$ cat src/rtl/dispatch_ctrl.sv
// Issue-queue dispatch controller: buffers decoded instructions in order and
// hands the oldest one to the ROB plus either the RS or the LSB.
module dispatch_ctrl #(
    parameter int DEPTH = 4,
    parameter int OP_W  = 3,
    parameter int OP_LD = 3,
    parameter int OP_ST = 4
) (
    input  logic            clk_in,
    input  logic            rst_in,
    input  logic            rdy_in,
    input  logic            dc_valid,
    input  logic [OP_W-1:0] dc_opType,
    input  logic [31:0]     dc_rs1,
    input  logic [31:0]     dc_rs2,
    input  logic [4:0]      dc_rd,
    input  logic [31:0]     dc_imm,
    input  logic [31:0]     dc_PC,
    output logic            if_stall,
    input  logic            rob_full,
    input  logic            rs_full,
    input  logic            lsb_full,
    input  logic            rob_clear,
    output logic            iss_rob_valid,
    output logic            iss_rs_valid,
    output logic            iss_lsb_valid,
    output logic [OP_W-1:0] iss_opType,
    output logic [31:0]     iss_rs1,
    output logic [31:0]     iss_rs2,
    output logic [4:0]      iss_rd,
    output logic [31:0]     iss_imm,
    output logic [31:0]     iss_PC,
    output logic            overflow
);

    localparam int PW = $clog2(DEPTH);
    localparam int CW = PW + 1;
    localparam logic [OP_W-1:0] LD_C = OP_W'(OP_LD);
    localparam logic [OP_W-1:0] ST_C = OP_W'(OP_ST);
    localparam logic [CW-1:0] FULL_C = CW'(DEPTH);
    localparam logic [CW-1:0] STALL_C = CW'(DEPTH - 1);

    typedef struct packed {
        logic [OP_W-1:0] op;
        logic [31:0]     rs1;
        logic [31:0]     rs2;
        logic [4:0]      rd;
        logic [31:0]     imm;
        logic [31:0]     pc;
    } entry_t;

    entry_t        mem_q [DEPTH];
    entry_t        iss_q, iss_d;
    entry_t        head_e, in_e;
    logic [PW-1:0] head_q, head_d;
    logic [PW-1:0] tail_q, tail_d;
    logic [CW-1:0] count_q, count_d;
    logic          rob_v_q, rob_v_d;
    logic          rs_v_q, rs_v_d;
    logic          lsb_v_q, lsb_v_d;
    logic          stall_q, stall_d;
    logic          ovf_q, ovf_d;
    logic          head_lsb, deq, enq, full, wr_en;

    always_comb begin
        in_e = '{op: dc_opType, rs1: dc_rs1, rs2: dc_rs2,
                 rd: dc_rd, imm: dc_imm, pc: dc_PC};
        head_e   = mem_q[head_q];
        head_lsb = (head_e.op == LD_C) || (head_e.op == ST_C);
        full     = (count_q == FULL_C);
        deq      = (count_q != '0) && !rob_full &&
                   (head_lsb ? !lsb_full : !rs_full);
        enq      = dc_valid && (!full || deq);
        wr_en    = enq && !rob_clear;

        head_d  = head_q;
        tail_d  = tail_q;
        count_d = count_q;
        iss_d   = iss_q;
        rob_v_d = 1'b0;
        rs_v_d  = 1'b0;
        lsb_v_d = 1'b0;
        stall_d = stall_q;
        ovf_d   = ovf_q;

        if (rob_clear) begin
            head_d  = '0;
            tail_d  = '0;
            count_d = '0;
            stall_d = 1'b0;
        end else begin
            if (deq) begin
                head_d  = head_q + PW'(1);
                iss_d   = head_e;
                rob_v_d = 1'b1;
                lsb_v_d = head_lsb;
                rs_v_d  = !head_lsb;
            end
            if (enq)
                tail_d = tail_q + PW'(1);
            // A full queue only drops the offer when nothing leaves this edge
            if (dc_valid && full && !deq)
                ovf_d = 1'b1;
            if (enq && !deq)
                count_d = count_q + CW'(1);
            else if (!enq && deq)
                count_d = count_q - CW'(1);
            stall_d = (count_d >= STALL_C);
        end
    end

    always_ff @(posedge clk_in) begin
        if (!rst_in && rdy_in && wr_en)
            mem_q[tail_q] <= in_e;
    end

    always_ff @(posedge clk_in) begin
        if (rst_in) begin
            head_q  <= '0;
            tail_q  <= '0;
            count_q <= '0;
            iss_q   <= '0;
            rob_v_q <= 1'b0;
            rs_v_q  <= 1'b0;
            lsb_v_q <= 1'b0;
            stall_q <= 1'b0;
            ovf_q   <= 1'b0;
        end else if (rdy_in) begin
            head_q  <= head_d;
            tail_q  <= tail_d;
            count_q <= count_d;
            iss_q   <= iss_d;
            rob_v_q <= rob_v_d;
            rs_v_q  <= rs_v_d;
            lsb_v_q <= lsb_v_d;
            stall_q <= stall_d;
            ovf_q   <= ovf_d;
        end
    end

    assign if_stall      = stall_q;
    assign overflow      = ovf_q;
    assign iss_rob_valid = rob_v_q;
    assign iss_rs_valid  = rs_v_q;
    assign iss_lsb_valid = lsb_v_q;
    assign iss_opType    = iss_q.op;
    assign iss_rs1       = iss_q.rs1;
    assign iss_rs2       = iss_q.rs2;
    assign iss_rd        = iss_q.rd;
    assign iss_imm       = iss_q.imm;
    assign iss_PC        = iss_q.pc;

endmodule

$ cat config.mk
export PLATFORM = sky130hd
export DESIGN_NAME = dispatch_ctrl
export DESIGN_NICKNAME = d
export VERILOG_FILES = /design/src/rtl/dispatch_ctrl.sv
export SDC_FILE = /design/constraint.sdc
export NUM_CORES = 1
export LEC_CHECK = 0
export BUFFER_PORTS_ARGS = -buffer_cell sky130_fd_sc_hd__buf_2
export CAP_MARGIN = 20
export CORE_UTILIZATION = 55
export CTS_CLUSTER_DIAMETER = 150
export DETAILED_ROUTE_END_ITERATION = 10
export HOLD_SLACK_MARGIN = 0.03
export PLACE_DENSITY = 0.76
export SYNTH_ARGS = -nofsm -noshare
export SYNTH_HDL_FRONTEND = slang
export SYNTH_SLANG_ARGS = --single-unit
$ cat constraint.sdc
create_clock -name clk_in -period 6.73 [get_ports clk_in]
set_clock_uncertainty 0.2 [all_clocks]
set_input_delay 1.346 -clock clk_in [delete_from_list [all_inputs] [get_ports clk_in]]
set_output_delay 1.346 -clock clk_in [all_outputs]
set_load 0.005 [all_outputs]
======== Word level (Yosys, flattened, before mapping) ========
Memories as Yosys holds them, arrays and structs flattened. A register that Yosys moved wholly into a read port is not among the register bits.
Cells that the tools add are included.
cells by class
  add/sub/neg operators ................... 4
  multiply operators ...................... 0
  div/mod/pow operators ................... 0
  $lt $le $gt $ge ......................... 1
  equal/unequal tests ..................... 3
  shift-type cells ........................ 0
  multiplexer cells ....................... 20
  bitwise gates (word level) .............. 1
  reductions and logical operators ........ 28
operators by type and width
  operator                                                                number
  2-bit 2-to-1 mux                                                        6
  3-bit 2-to-1 mux                                                        4
  1-bit logical AND                                                       10
  1-bit 2-to-1 mux                                                        10
  1-bit logical NOT                                                       9
  3-bit == test (second input constant)                                   2
  3-bit AND reduction                                                     2
  2-bit by 1-bit adder with 2-bit output (second input constant)          2
  2-bit AND reduction                                                     2
  2-bit nonzero test                                                      2
  3-bit by 1-bit adder with 3-bit output (second input constant)          1
  3-bit by 2-bit == test with 1-bit output (second input constant)        1
  3-bit by 2-bit >= comparator with 1-bit output (second input constant)  1
  3-bit nonzero test                                                      1
  3-bit by 1-bit subtractor with 3-bit output (second input constant)     1
  1-bit logical OR                                                        2
  1-bit NOT                                                               1
storage, ports and cells
  flip-flop bits (word level) ............. 148
  latch bits .............................. 0
  memory bits (writable) .................. 544
  memory bits (read-only) ................. 0
  bits of input ports ..................... 144
  output and inout port bits .............. 141
  word-level logic and storage cells ...... 72
  memories ................................ 1
memory list
  name   words  bits a word  read ports  clocked after Yosys merged registers in  write ports  line  source
  mem_q  4      136          1           1                                        1            52    entry_t mem_q [DEPTH];

======== Longest topological paths before layout ========
  depth after elaboration ................. 13
  mapped depth ............................ 10
  gate-level depth less buffers ........... 8

======== Least setup slack after synthesis ========
No wires, ideal clock.
  kind .................................... input -> register
  from .................................... input rs_full
  to ...................................... memory mem_q[2][0] (netlist bit), enable pin
  library setup time ...................... 0.511 ns
  data arrival time ....................... 5.354 ns
  required time ........................... 6.019 ns
  path slack .............................. 0.665 ns
  stages .................................. 5
  path buffers ............................ 0
  cells stage by stage .................... and3b_4 > o21a_1 > o21a_1 > and3_4 > and2_1
between the ends
  cells in the longest elaborated chain, start to end .. 9
ends and longest elaborated chain
  element                                 line  source
  start, declared                         21    input logic rs_full,
  1-bit logical NOT                       72    (head_lsb ? !lsb_full : !rs_full);
  1-bit 2-to-1 mux                        72
  1-bit logical AND                       71    deq = (count_q != '0) && !rob_full &&
  1-bit logical OR                        73    enq = dc_valid && (!full || deq);
  1-bit logical AND                       73
  1-bit logical AND                       74    wr_en = enq && !rob_clear;
  1-bit logical AND                       113   if (!rst_in && rdy_in && wr_en)
  1-bit 2-to-1 mux                        113
  1-bit 2-to-1 mux (not written as such)  114   mem_q[tail_q] <= in_e;
  end, declared                           52
Every way passes these cells.

==> results.md <==
* Dominant synthesized flop cell: sky130_fd_sc_hd__edfxtp_1
* Setup tns final at 0 ns
* DRT antenna net count at 0
* Sort of element at the start of the critical path: flip-flop
* Required time at the endpoint of the critical path at around 6.8 ns
* Final nets at 1842
* Final Hold Viols at 0
* Effective utilization at floorplan at 56.1%
* Clock tree from TritonCTS: yes
* Number of setup buffers added after CTS at 0
* Share of the clock period used by the worst path at 65.8%
* Wire length of the first global-routing pass at 79200 um
* Min-delay worst type: reg2reg
* Reg clk slew, reported paths at 0.06 ns
* Post-Layout Inst Area at approximately 30000 sq um
* Fraction of layout instances using a drive strength above 1 at a little under a third
* Synthesized Nets at 1548
* Gate count of the mapped netlist at 1397
* Post-detailed-placement half-perimeter wirelength at 30800 um
* Average wire length per cell after detail routing at 22.2 um
* Cell with the most instances after synthesis: sky130_fd_sc_hd__edfxtp_1
* Boundary Pins at 285
* Number of global-route vias before repair at 13.6k
* Placer congestion estimate at 0.818
* Worst Setup Path Type: reg2reg
* Count of distinct cell types in the synthesized netlist at 37
* Time the worst path needs with I/O delays and setup at 4.43 ns
* Number of optimization iterations in the first detailed-route pass at 5
* Total CTS buffers at 67
* Standard-cell rows at a little under 80
* Synthesized area divided by synthesized cell count at 17.9 sq um
* Data arrival time of the worst path at 4.46 ns
* Slew Limit Fails at 0
* Total wire length at 52200 um
* Post-detailed-route DRC marker count at 0
* FMAX at 226 MHz
* Initial antenna violation count at 19
* Cell area after technology mapping at around 25000 sq um
* Peak VDD IR at 0.177 mV
* Clock network latency to the later pin of the worst-skew pair at ~0.58 ns
* Top-area cell type share of the netlist area at 65.4%
* Total power draw at around 0.0084 W
* Clock Sink Count at 694
* Worst Max-Slew Pin Slew at approximately 1.1 ns
* Die X at 215 um
* H-tree levels at 3
* Leading post-synthesis cells by cell area: sky130_fd_sc_hd__edfxtp_1 (65%), sky130_fd_sc_hd__mux4_2 (12%), sky130_fd_sc_hd__dfxtp_1 (12%), sky130_fd_sc_hd__nand2_1 (4.2%), sky130_fd_sc_hd__a21oi_1 (2.9%)
* Root buffer cell: sky130_fd_sc_hd__clkbuf_16
* Detailed-route via count at 13.5k
* Number of warnings reported in the yosys synthesis log at 0
* Final setup violation count at 0
* RSZ-0062 raised after global routing: false
* Pleak at 9.79 nW
* PD cells at 287 nW/um^2
* Maximum buffer depth of the clock tree at 3
* Port bufs at 284
* Resized cells post-CTS at 0
* Commonest cells in the netlist: sky130_fd_sc_hd__edfxtp_1 (544), sky130_fd_sc_hd__nand2_1 (277), sky130_fd_sc_hd__dfxtp_1 (150)
* Largest fanout of any net on the critical path at between 50 and 60
* Pin count of the biggest net entering global routing at roughly 120
* Maxcap violations at 0
* Proportion of synthesized chip area in sequential cells at 77.4%
* Outcome: completed
* Total of flip-flops plus latches after synthesis at 694
* Async SR Flop Fraction at 0%
* Normalized max-slew margin at between 20% and 30%
* Endpoint type of the worst setup path: flip-flop
* DIE AREA at 46300 sq um
* Cts hold-fix bufs at 0
* Vias per std cell at between 5 and 6
* Signed area change from the synthesized netlist to the final layout at 16.8%
* Placed instance area at 27100 sq um
* Die Height at 215 um
* 1st-iter DRT viols at 1193
* Gr usage total at 22.9%
* GR Overflow Total at 0
* Post-synth EDFFs at 544
* Cell type with the highest aggregate area in the netlist: sky130_fd_sc_hd__edfxtp_1
* Area of the core at 44500 sq um
worst max-delay path, cell delays in order (launching register included):
cell and delay (ns):
sky130_fd_sc_hd__dfxtp_4 0.63, sky130_fd_sc_hd__mux4_2 0.60, sky130_fd_sc_hd__or3b_4 0.43, sky130_fd_sc_hd__a21oi_2 0.26
sky130_fd_sc_hd__o21a_1 0.27, sky130_fd_sc_hd__o21a_1 0.20, sky130_fd_sc_hd__and3_4 0.22, sky130_fd_sc_hd__and2_4 0.74
sky130_fd_sc_hd__buf_12 0.38
power breakdown:
part	total, W	switching [W]	internal [W]
Sequential	0.00465	0.00000734	0.00464
Combinational	0.000160	0.000102	0.0000585
Clock	0.00357	0.00153	0.00204
Total	0.00837	0.00164	0.00673
stage by stage:
| step | hold slack [ns] | setup slack [ns] | utilization [%] | std cells |
|---|---|---|---|---|
| floorplan | 0.253 | 0.665 | - | 1397 |
| global placement | 0.240 | 2.33 | 60.7 | 2213 |
| detailed placement | 0.243 | 2.25 | 60.8 | 2214 |
| CTS | 0.252 | 2.23 | 65.5 | 2338 |
| global route | 0.272 | 2.02 | 65.5 | 2342 |
| finish | 0.251 | 2.30 | 65.6 | 2346 |
kinds of logic after synthesis:
kind of cell	share of synthesized area [%]
flops	77.4
simple gates	4.86
compound gates	3.56
mux	12.3
buf+inv	1.46
fa+ha+maj	0.351
sequential cells by signal, indices dropped and copies added, names as in the netlist, named ones only:
signal         flops
iss_rs2           32
if_stall           1
mem_q            544
count_q            3
iss_rd             5
iss_rs1           32
iss_opType         3
iss_rob_valid      1
iss_PC            32
iss_rs_valid       1
iss_imm           32
head_q             2
iss_lsb_valid      1
overflow           1
tail_q             2
final cells by class:
| class | instances | area [sq um] |
|---|---|---|
| Multi-Input combinational cell | 619 | 5300 |
| Clock buffer | 95 | 1910 |
| Inverter | 7 | 26.3 |
| Fill cell | 3013 | 15300 |
| Antenna cell | 8 | 20.0 |
| Timing Repair Buffer | 302 | 1640 |
| Sequential cell | 694 | 19300 |
| Tap cell | 592 | 741 |
| Clock inverter | 29 | 191 |
layout by cell type, fill, tap and decap left out, types with 2 or more instances in the layout:
master	n
sky130_fd_sc_hd__a211oi_1	3
sky130_fd_sc_hd__a21oi_1	145
sky130_fd_sc_hd__or3_1	2
sky130_fd_sc_hd__diode_2	8
sky130_fd_sc_hd__clkbuf_16	69
sky130_fd_sc_hd__clkbuf_1	17
sky130_fd_sc_hd__ha_1	7
sky130_fd_sc_hd__buf_2	283
sky130_fd_sc_hd__nand2b_1	3
sky130_fd_sc_hd__clkbuf_8	9
sky130_fd_sc_hd__mux2i_1	2
sky130_fd_sc_hd__dfxtp_1	148
sky130_fd_sc_hd__o21ai_0	2
sky130_fd_sc_hd__clkinv_2	11
sky130_fd_sc_hd__clkinv_1	10
sky130_fd_sc_hd__buf_12	5
sky130_fd_sc_hd__dfxtp_4	2
sky130_fd_sc_hd__nand3_1	6
sky130_fd_sc_hd__buf_4	13
sky130_fd_sc_hd__nor2_1	11
sky130_fd_sc_hd__and2_4	4
sky130_fd_sc_hd__nand2_1	277
sky130_fd_sc_hd__o31ai_1	2
sky130_fd_sc_hd__inv_1	7
sky130_fd_sc_hd__inv_6	6
sky130_fd_sc_hd__mux4_2	136
sky130_fd_sc_hd__o21a_1	2
sky130_fd_sc_hd__edfxtp_1	544
worst paths after layout:
check | startpoint | to | slack [ns] | cells after the start
max | flip-flop | mem_q[2][32]$_DFFE_PP_ | 2.30 | 8
min | iss_rs2[8]$_SDFFE_PP0P_ | iss_rs2[8]$_SDFFE_PP0P_ | 0.25 | 2
max reg2reg | flip-flop | mem_q[2][32]$_DFFE_PP_ | 2.30 | 8
min reg2reg | iss_rs2[8]$_SDFFE_PP0P_ | iss_rs2[8]$_SDFFE_PP0P_ | 0.25 | 2
per-layer routing:
layer / track usage (%) / vias up / wire length, um
met4: 8.20 / 22 / 1500
met5: 0 / - / 129
met2: 36.0 / 601 / 24800
li1: - / 5962 / -
met3: 5.80 / 113 / 4420
met1: 31.3 / 6752 / 21300
No activity file was read; power rests on OpenSTA's default activity.
